<file path="src/rtl/cpu_peripheral_responder_if.sv">
// Purpose: CPU valid/ready request/response bus in the clk_2x domain.
// Signals:
//   cpu_mem_valid_2x   request valid (master -> slave)
//   cpu_address_2x     request byte address
//   cpu_write_data_2x  write data
//   cpu_wstrb_2x       byte strobes, 0 = read
//   cpu_mem_ready      response ready, held until valid drops (slave -> master)
//   cpu_read_data      response read data
interface cpu_peripheral_responder_if;
  logic        cpu_mem_valid_2x;
  logic [31:0] cpu_address_2x;
  logic [31:0] cpu_write_data_2x;
  logic [3:0]  cpu_wstrb_2x;
  logic        cpu_mem_ready;
  logic [31:0] cpu_read_data;

  modport master (
    output cpu_mem_valid_2x, cpu_address_2x, cpu_write_data_2x, cpu_wstrb_2x,
    input  cpu_mem_ready, cpu_read_data
  );

  modport slave (
    input  cpu_mem_valid_2x, cpu_address_2x, cpu_write_data_2x, cpu_wstrb_2x,
    output cpu_mem_ready, cpu_read_data
  );
endinterface

</file>
<file path="src/rtl/cpu_peripheral_responder.sv">
// Purpose: responder end of the CPU valid/ready bus. Decodes one of four peripheral
// regions, issues a one-cycle read/write strobe, waits for the region ack and returns
// ready + read data, holding ready until the requester drops valid.
// Optional feature macro: BUS_TIMEOUT_EN (bounded WAIT with sticky timeout_flag_o).
// Ports:
//   clk_2x, reset          clock, asynchronous active-high reset
//   bus (slave)            CPU request/response bus
//   periph_sel_o           one-hot region select, high from strobe until ack
//   periph_re_o/we_o       one-cycle read/write strobes
//   periph_address_o       latched low address bits
//   periph_write_data_o    latched write data
//   periph_wstrb_o         latched byte strobes
//   periph_read_data_i     region i read data on [32*i+31:32*i]
//   periph_ack_i           per-region completion, may be combinational on strobe
//   timeout_flag_o         sticky timeout indicator
module cpu_peripheral_responder #(
  parameter int unsigned DECODE_LSB        = 24,
  parameter int unsigned PERIPH_ADDR_WIDTH = 16,
  parameter logic [3:0]  REGION_MASK       = 4'b1111,
  parameter int unsigned TIMEOUT_CYCLES    = 255,
  parameter logic [31:0] TIMEOUT_DATA      = 32'hDEADBEEF
) (
  input  logic                         clk_2x,
  input  logic                         reset,
  cpu_peripheral_responder_if.slave    bus,
  output logic [3:0]                   periph_sel_o,
  output logic                         periph_re_o,
  output logic                         periph_we_o,
  output logic [PERIPH_ADDR_WIDTH-1:0] periph_address_o,
  output logic [31:0]                  periph_write_data_o,
  output logic [3:0]                   periph_wstrb_o,
  input  logic [127:0]                 periph_read_data_i,
  input  logic [3:0]                   periph_ack_i,
  output logic                         timeout_flag_o
);
  localparam int unsigned DATA_W  = 32;
  localparam int unsigned REGIONS = 4;
  localparam int unsigned CNT_W   = 16;

  typedef enum logic [1:0] {S_IDLE, S_STROBE, S_WAIT, S_RESPOND} state_e;

  state_e                       state_q, state_d;
  logic                         ready_q, ready_d;
  logic [DATA_W-1:0]            rdata_q, rdata_d;
  logic [REGIONS-1:0]           sel_q, sel_d;
  logic                         re_q, re_d;
  logic                         we_q, we_d;
  logic [PERIPH_ADDR_WIDTH-1:0] addr_q, addr_d;
  logic [DATA_W-1:0]            wdata_q, wdata_d;
  logic [3:0]                   wstrb_q, wstrb_d;

  logic [1:0]                   req_region_c;
  logic [REGIONS-1:0]           req_sel_c;
  logic                         req_mapped_c;
  logic                         ack_hit_c;
  logic [DATA_W-1:0]            ack_data_c;
  logic                         unused_c;

`ifdef BUS_TIMEOUT_EN
  logic [CNT_W-1:0]             cnt_q, cnt_d;
  logic [CNT_W-1:0]             cnt_inc_c;
  logic                         flag_q, flag_d;
`endif

  // Region decode of the incoming request
  assign req_region_c = bus.cpu_address_2x[DECODE_LSB +: 2];
  assign req_sel_c    = 4'b0001 << req_region_c;
  assign req_mapped_c = |(req_sel_c & REGION_MASK);

  // Only the selected region's ack counts; others are ignored
  assign ack_hit_c = |(periph_ack_i & sel_q);

  // State and output registers
  always_ff @(posedge clk_2x or posedge reset) begin
    if (reset) begin
      state_q <= S_IDLE;
      ready_q <= 1'b0;
      rdata_q <= '0;
      sel_q   <= '0;
      re_q    <= 1'b0;
      we_q    <= 1'b0;
      addr_q  <= '0;
      wdata_q <= '0;
      wstrb_q <= '0;
`ifdef BUS_TIMEOUT_EN
      cnt_q   <= '0;
      flag_q  <= 1'b0;
`endif
    end else begin
      state_q <= state_d;
      ready_q <= ready_d;
      rdata_q <= rdata_d;
      sel_q   <= sel_d;
      re_q    <= re_d;
      we_q    <= we_d;
      addr_q  <= addr_d;
      wdata_q <= wdata_d;
      wstrb_q <= wstrb_d;
`ifdef BUS_TIMEOUT_EN
      cnt_q   <= cnt_d;
      flag_q  <= flag_d;
`endif
    end
  end

  // Next-state and next-output logic
  always_comb begin
    state_d    = state_q;
    ready_d    = ready_q;
    rdata_d    = rdata_q;
    sel_d      = sel_q;
    re_d       = 1'b0;
    we_d       = 1'b0;
    addr_d     = addr_q;
    wdata_d    = wdata_q;
    wstrb_d    = wstrb_q;
    ack_data_c = '0;
`ifdef BUS_TIMEOUT_EN
    cnt_d      = cnt_q;
    flag_d     = flag_q;
    cnt_inc_c  = cnt_q + CNT_W'(1);
`endif

    for (int unsigned i = 0; i < REGIONS; i++) begin
      if (sel_q[i]) ack_data_c = ack_data_c | periph_read_data_i[DATA_W*i +: DATA_W];
    end

    unique case (state_q)
      S_IDLE: begin
        // ready is always low here, so a new request waits at least one cycle after RESPOND
        if (bus.cpu_mem_valid_2x && !ready_q) begin
          addr_d  = bus.cpu_address_2x[PERIPH_ADDR_WIDTH-1:0];
          wdata_d = bus.cpu_write_data_2x;
          wstrb_d = bus.cpu_wstrb_2x;
          if (req_mapped_c) begin
            sel_d   = req_sel_c;
            re_d    = (bus.cpu_wstrb_2x == 4'b0000);
            we_d    = (bus.cpu_wstrb_2x != 4'b0000);
            state_d = S_STROBE;
`ifdef BUS_TIMEOUT_EN
            cnt_d   = '0;
`endif
          end else begin
            rdata_d = '0;
            ready_d = 1'b1;
            state_d = S_RESPOND;
          end
        end
      end

      S_STROBE, S_WAIT: begin
        if (!bus.cpu_mem_valid_2x) begin
          // Requester gave up: drop select silently, any later ack is ignored
          sel_d   = '0;
          state_d = S_IDLE;
        end else if (ack_hit_c) begin
          rdata_d = (wstrb_q == 4'b0000) ? ack_data_c : '0;
          ready_d = 1'b1;
          sel_d   = '0;
          state_d = S_RESPOND;
`ifdef BUS_TIMEOUT_EN
        end else if (cnt_inc_c == CNT_W'(TIMEOUT_CYCLES)) begin
          rdata_d = TIMEOUT_DATA;
          ready_d = 1'b1;
          sel_d   = '0;
          flag_d  = 1'b1;
          state_d = S_RESPOND;
`endif
        end else begin
`ifdef BUS_TIMEOUT_EN
          cnt_d   = cnt_inc_c;
`endif
          state_d = S_WAIT;
        end
      end

      S_RESPOND: begin
        if (!bus.cpu_mem_valid_2x) begin
          ready_d = 1'b0;
          state_d = S_IDLE;
        end
      end

      default: state_d = S_IDLE;
    endcase
  end

  assign bus.cpu_mem_ready   = ready_q;
  assign bus.cpu_read_data   = rdata_q;
  assign periph_sel_o        = sel_q;
  assign periph_re_o         = re_q;
  assign periph_we_o         = we_q;
  assign periph_address_o    = addr_q;
  assign periph_write_data_o = wdata_q;
  assign periph_wstrb_o      = wstrb_q;

`ifdef BUS_TIMEOUT_EN
  assign timeout_flag_o = flag_q;
  assign unused_c       = ^bus.cpu_address_2x;
`else
  assign timeout_flag_o = 1'b0;
  assign unused_c       = ^{bus.cpu_address_2x, TIMEOUT_DATA, 32'(TIMEOUT_CYCLES)};
`endif
endmodule
</file>
<file path="src/flat_wrapper.sv">
// flat-port wrapper written by rule: the top's interface ports become plain ports
module cpu_peripheral_responder_flat 
#(
  parameter int unsigned DECODE_LSB        = 24,
  parameter int unsigned PERIPH_ADDR_WIDTH = 16,
  parameter logic [3:0]  REGION_MASK       = 4'b1111,
  parameter int unsigned TIMEOUT_CYCLES    = 255,
  parameter logic [31:0] TIMEOUT_DATA      = 32'hDEADBEEF
)
  (clk_2x, reset, periph_sel_o, periph_re_o, periph_we_o, periph_address_o, periph_write_data_o, periph_wstrb_o, periph_read_data_i, periph_ack_i, timeout_flag_o, bus_cpu_mem_valid_2x, bus_cpu_address_2x, bus_cpu_write_data_2x, bus_cpu_wstrb_2x, bus_cpu_mem_ready, bus_cpu_read_data);
  cpu_peripheral_responder_if bus_i ();
  input  logic clk_2x;
  input  logic reset;
  output logic [3:0] periph_sel_o;
  output logic periph_re_o;
  output logic periph_we_o;
  output logic [PERIPH_ADDR_WIDTH-1:0] periph_address_o;
  output logic [31:0] periph_write_data_o;
  output logic [3:0] periph_wstrb_o;
  input  logic [127:0] periph_read_data_i;
  input  logic [3:0] periph_ack_i;
  output logic timeout_flag_o;
  input wire logic [$bits(bus_i.cpu_mem_valid_2x)-1:0] bus_cpu_mem_valid_2x;
  input wire logic [$bits(bus_i.cpu_address_2x)-1:0] bus_cpu_address_2x;
  input wire logic [$bits(bus_i.cpu_write_data_2x)-1:0] bus_cpu_write_data_2x;
  input wire logic [$bits(bus_i.cpu_wstrb_2x)-1:0] bus_cpu_wstrb_2x;
  output wire logic [$bits(bus_i.cpu_mem_ready)-1:0] bus_cpu_mem_ready;
  output wire logic [$bits(bus_i.cpu_read_data)-1:0] bus_cpu_read_data;
  assign bus_i.cpu_mem_valid_2x = bus_cpu_mem_valid_2x;
  assign bus_i.cpu_address_2x = bus_cpu_address_2x;
  assign bus_i.cpu_write_data_2x = bus_cpu_write_data_2x;
  assign bus_i.cpu_wstrb_2x = bus_cpu_wstrb_2x;
  assign bus_cpu_mem_ready = bus_i.cpu_mem_ready;
  assign bus_cpu_read_data = bus_i.cpu_read_data;
  cpu_peripheral_responder #(.DECODE_LSB(DECODE_LSB), .PERIPH_ADDR_WIDTH(PERIPH_ADDR_WIDTH), .REGION_MASK(REGION_MASK), .TIMEOUT_CYCLES(TIMEOUT_CYCLES), .TIMEOUT_DATA(TIMEOUT_DATA)) u_core (.clk_2x(clk_2x), .reset(reset), .bus(bus_i), .periph_sel_o(periph_sel_o), .periph_re_o(periph_re_o), .periph_we_o(periph_we_o), .periph_address_o(periph_address_o), .periph_write_data_o(periph_write_data_o), .periph_wstrb_o(periph_wstrb_o), .periph_read_data_i(periph_read_data_i), .periph_ack_i(periph_ack_i), .timeout_flag_o(timeout_flag_o));
endmodule
</file>
<file path="config.mk">
export PLATFORM = sky130hd
export DESIGN_NAME = cpu_peripheral_responder_flat
export DESIGN_NICKNAME = d
export VERILOG_FILES = /design/src/rtl/cpu_peripheral_responder_if.sv /design/src/rtl/cpu_peripheral_responder.sv /design/src/flat_wrapper.sv
export SDC_FILE = /design/constraint.sdc
export NUM_CORES = 1
export LEC_CHECK = 0
export BUFFER_PORTS_ARGS = -buffer_cell sky130_fd_sc_hd__buf_2
export CAP_MARGIN = 20
export CORE_AREA = 2 2 114 116
export DETAILED_ROUTE_END_ITERATION = 16
export DIE_AREA = 0 0 116 118
export HOLD_SLACK_MARGIN = 0.1
export PLACE_DENSITY = 0.81
export SYNTH_ARGS = -nofsm -noshare
export SYNTH_HDL_FRONTEND = slang
export SYNTH_SLANG_ARGS = --single-unit
</file>
<file path="constraint.sdc">
create_clock -name clk_2x -period 3.15 [get_ports clk_2x]
set_clock_uncertainty 0.2 [all_clocks]
set_input_delay 0.63 -clock clk_2x [delete_from_list [all_inputs] [get_ports clk_2x]]
set_output_delay 0.63 -clock clk_2x [all_outputs]
set_load 0.02 [all_outputs]
</file>
==> impl_metrics.toml <==
[sta]
setup-violations-final = 0
fmax_ghz = 0.442
tns_ns = 0
rsz0062_at_grt = "no"
slew_viol_final = 0
hold_violations = 0
tightest_slew_ns = 0.756
fin_ws_ns = 0.888
period_share = 0.718
slew_headroom = 0.495
period_minus_slack_ns = 2.26

[power]
pwr-share-clk = 0.158
pwr-share-comb = 0.519
p_sw_mw = 2.73
powerDensity_mw_per_mm2 = 1020
p_leak_nw = 3.15
peakVddDrop_mv = 0.348
pwr-share-seq = 0.324
switching_share = 0.428
cellInternalPower_mw = 3.64

[worst_setup_path]
crit_arrival_ns = 2.30
worst_r2r_path_depth = 6
critPathCapture = "u_core.bus.cpu_read_data[30]$_DFFE_PP0P_"
reg2reg_slack_ns = 0.89
worstSetupEndpointType = "flip-flop"
worstSetupPathType = "reg -> reg"
path_max_fanout = 47
r2r_end = "u_core.bus.cpu_read_data[30]$_DFFE_PP0P_"
start_kind = "flip-flop"
worstPathRequired_ns = 3.19
rr_startpoint = "u_core.state_q[1]$_DFFE_PP0P_"
startpoint = "u_core.state_q[1]$_DFFE_PP0P_"

[floorplan]
die_area_mm2 = 0.0137
die_h_um = 118
initial_core_util = 0.354
num_rows = 41
io_pins = 295
coreArea_mm2 = 0.0124
die_w_um = 116

[clocking]
htreeDepth = 3
hold_buffers = 0
ctsResizeCount = 0
cts_tree = "done"
clockBufferDepth = 2
cts_buffers = 9
clk_pin_slew_worst_paths_ns = 0.07
cts.sinks = 93
clk_latency_ns = 0.33
postCtsSetupBuffers = 0
cts_root_buf = "clkbuf_16"

[global_route]
grt_max_degree = 55
grt_pass1_vias = 4024
antenna_found_initial = 0
gr-total-overflow = 0
grt_pass1_wl_um = 19000
grtUsageTotal = 0.175

[min_path]
holdCritPathClass = "in -> async"

[finish]
num-fill-cells = 1143
mostFrequentLayoutCells = "279 x buf_2, 93 x dfrtp_1, 52 x mux2_2"
syn2layout_area_growth_pct = 41.4
fin_util = 0.501
final_common_cell = "buf_2"
layout.nets = 813
drive_gt1_frac = 0.630
multi_input_area_mm2 = 0.00188
seq_area_mm2 = 0.00233

[place]
place_ws_ns = 0.876
hpwl_um = 9390
gp_congestion = 0.844
portBuffers = 279

[synthesis]
synthCells = 343
synth_top_area_cell = "dfrtp_1"
syn_area_per_cell_um2 = 12.8
ys_warn_count = 0
synth_cell_types = 29
syn_nets = 548
yosys-top-cells-area = "dfrtp_1 53%, mux2_2 13%, o31ai_2 7.7%"
seq_area_frac_synth = 0.529
netlist.area_leader.share = 0.529
synth_area_mm2 = 0.00440
ys_ff_latch = 93

[route]
wl_met1_um = 4930
maxUsedRoutingLayer = "met4"
drt_iter0_markers = 215
wl_met2_um = 6210
routed_wl_um = 12400
remaining_drc_errors = 0
vias_per_cell = 5.06
drt_pass1_iterations = 4
post_drt_wl_per_cell_um = 15.8
vias = 3975
wl_met3_um = 970
ant_nets = 0

[status]
status = "completed"

[job]
drv_cap = 0
-- power groups by stage --
stage	clock network, mW	logic [mW]	registers [mW]
detailed placement	0	3.34	2.08
finish	1.00	3.30	2.06
floorplan	0	1.57	2.78
CTS	1.04	3.34	2.07
global route	1.08	3.57	2.13
global placement	0	3.24	2.05
-- critical path, cell delays in order, from the launching register on --
cell,delay [ns]
dfrtp_1,0.39
inv_1,0.06
ha_1,0.42
nand2_1,0.08
a211o_2,0.48
buf_12,0.25
o31ai_1,0.25
-- metrics by stage --
| step | instance area (µm²) | hold WS [ns] | power, mW | instances |
|---|---|---|---|---|
| after floorplan | 4400 | 0.308 | 4.35 | 343 |
| after global placement | 5940 | 0.264 | 5.28 | 769 |
| after detailed placement | 5940 | 0.269 | 5.42 | 769 |
| after CTS | 6220 | 0.243 | 6.44 | 785 |
| after global routing | 6220 | 0.287 | 6.79 | 785 |
| final | 6220 | 0.222 | 6.37 | 786 |
-- flip-flops by register name (all words and copies together) (netlist names) --
signal / count
u_core.periph_wstrb_o: 4
u_core.periph_we_o: 1
u_core.periph_address_o: 16
u_core.periph_write_data_o: 32
u_core.periph_sel_o: 4
u_core.periph_re_o: 1
u_core.bus.cpu_read_data: 32
u_core.state_q: 2
u_core.bus.cpu_mem_ready: 1
-- layer usage --
metal | vias up | track usage
met1 | 1871 | 0.200
met2 | 218 | 0.318
met4 | 0 | 0.0677
li1 | 1858 | -
met5 | - | 0
met3 | 28 | 0.0335
-- worst min path at each step --
stage / depth (start not counted) / slack (ns) / start / endpoint
floorplan: 2 / 0.31 / u_core.state_q[0]$_DFFE_PP0P_ / u_core.state_q[0]$_DFFE_PP0P_
global placement: 2 / 0.26 / u_core.bus.cpu_read_data[0]$_DFFE_PP0P_ / u_core.bus.cpu_read_data[0]$_DFFE_PP0P_
detailed placement: 2 / 0.27 / u_core.bus.cpu_read_data[28]$_DFFE_PP0P_ / u_core.bus.cpu_read_data[28]$_DFFE_PP0P_
CTS: 2 / 0.24 / reset / u_core.bus.cpu_read_data[25]$_DFFE_PP0P_
global route: 2 / 0.29 / reset / u_core.periph_write_data_o[6]$_DFFE_PP0P_
finish: 2 / 0.22 / reset / u_core.bus.cpu_read_data[25]$_DFFE_PP0P_
-- kinds of logic after synthesis --
| group | share of synthesized area |
|---|---|
| AO/OA/AOI/OAI | 0.243 |
| adder cells (fa/ha/maj) | 0.00569 |
| buffers and inverters | 0.0455 |
| flip-flops | 0.529 |
| multiplexers | 0.133 |
| other | 0.000852 |
| AND/OR/NAND/NOR | 0.0424 |
-- layout make-up --
class | count | share of cell area
Sequential cell | 93 | 0.374
Multi-Input combinational cell | 212 | 0.302
Timing Repair Buffer | 288 | 0.241
Clock buffer | 10 | 0.0368
Tap cell | 172 | 0.0346
Clock inverter | 6 | 0.00785
Inverter | 4 | 0.00302
Antenna cell | 1 | 0.000402
-- synth_stat cells --
| cell | number |
|---|---|
| a211o_1 | 1 |
| nor2_1 | 2 |
| nand2_1 | 36 |
| a22oi_1 | 2 |
| o22ai_1 | 1 |
| a22o_1 | 34 |
| clkbuf_1 | 14 |
| o21ai_0 | 1 |
| a32o_1 | 3 |
| a21o_1 | 1 |
| buf_6 | 4 |
| dfrtp_1 | 93 |
| nor3_1 | 1 |
| a21boi_0 | 1 |
| buf_2 | 13 |
| a22oi_2 | 1 |
| conb_1 | 1 |
| ha_1 | 2 |
| nand3b_1 | 1 |
| o31ai_2 | 27 |
| a221oi_1 | 32 |
| buf_4 | 3 |
| nor2b_1 | 1 |
| o31ai_1 | 7 |
| a41o_1 | 1 |
| inv_1 | 4 |
| nand2b_1 | 2 |
| mux2_2 | 52 |
| nor4_1 | 2 |
Note: power is estimated with default switching activity, not from simulation.
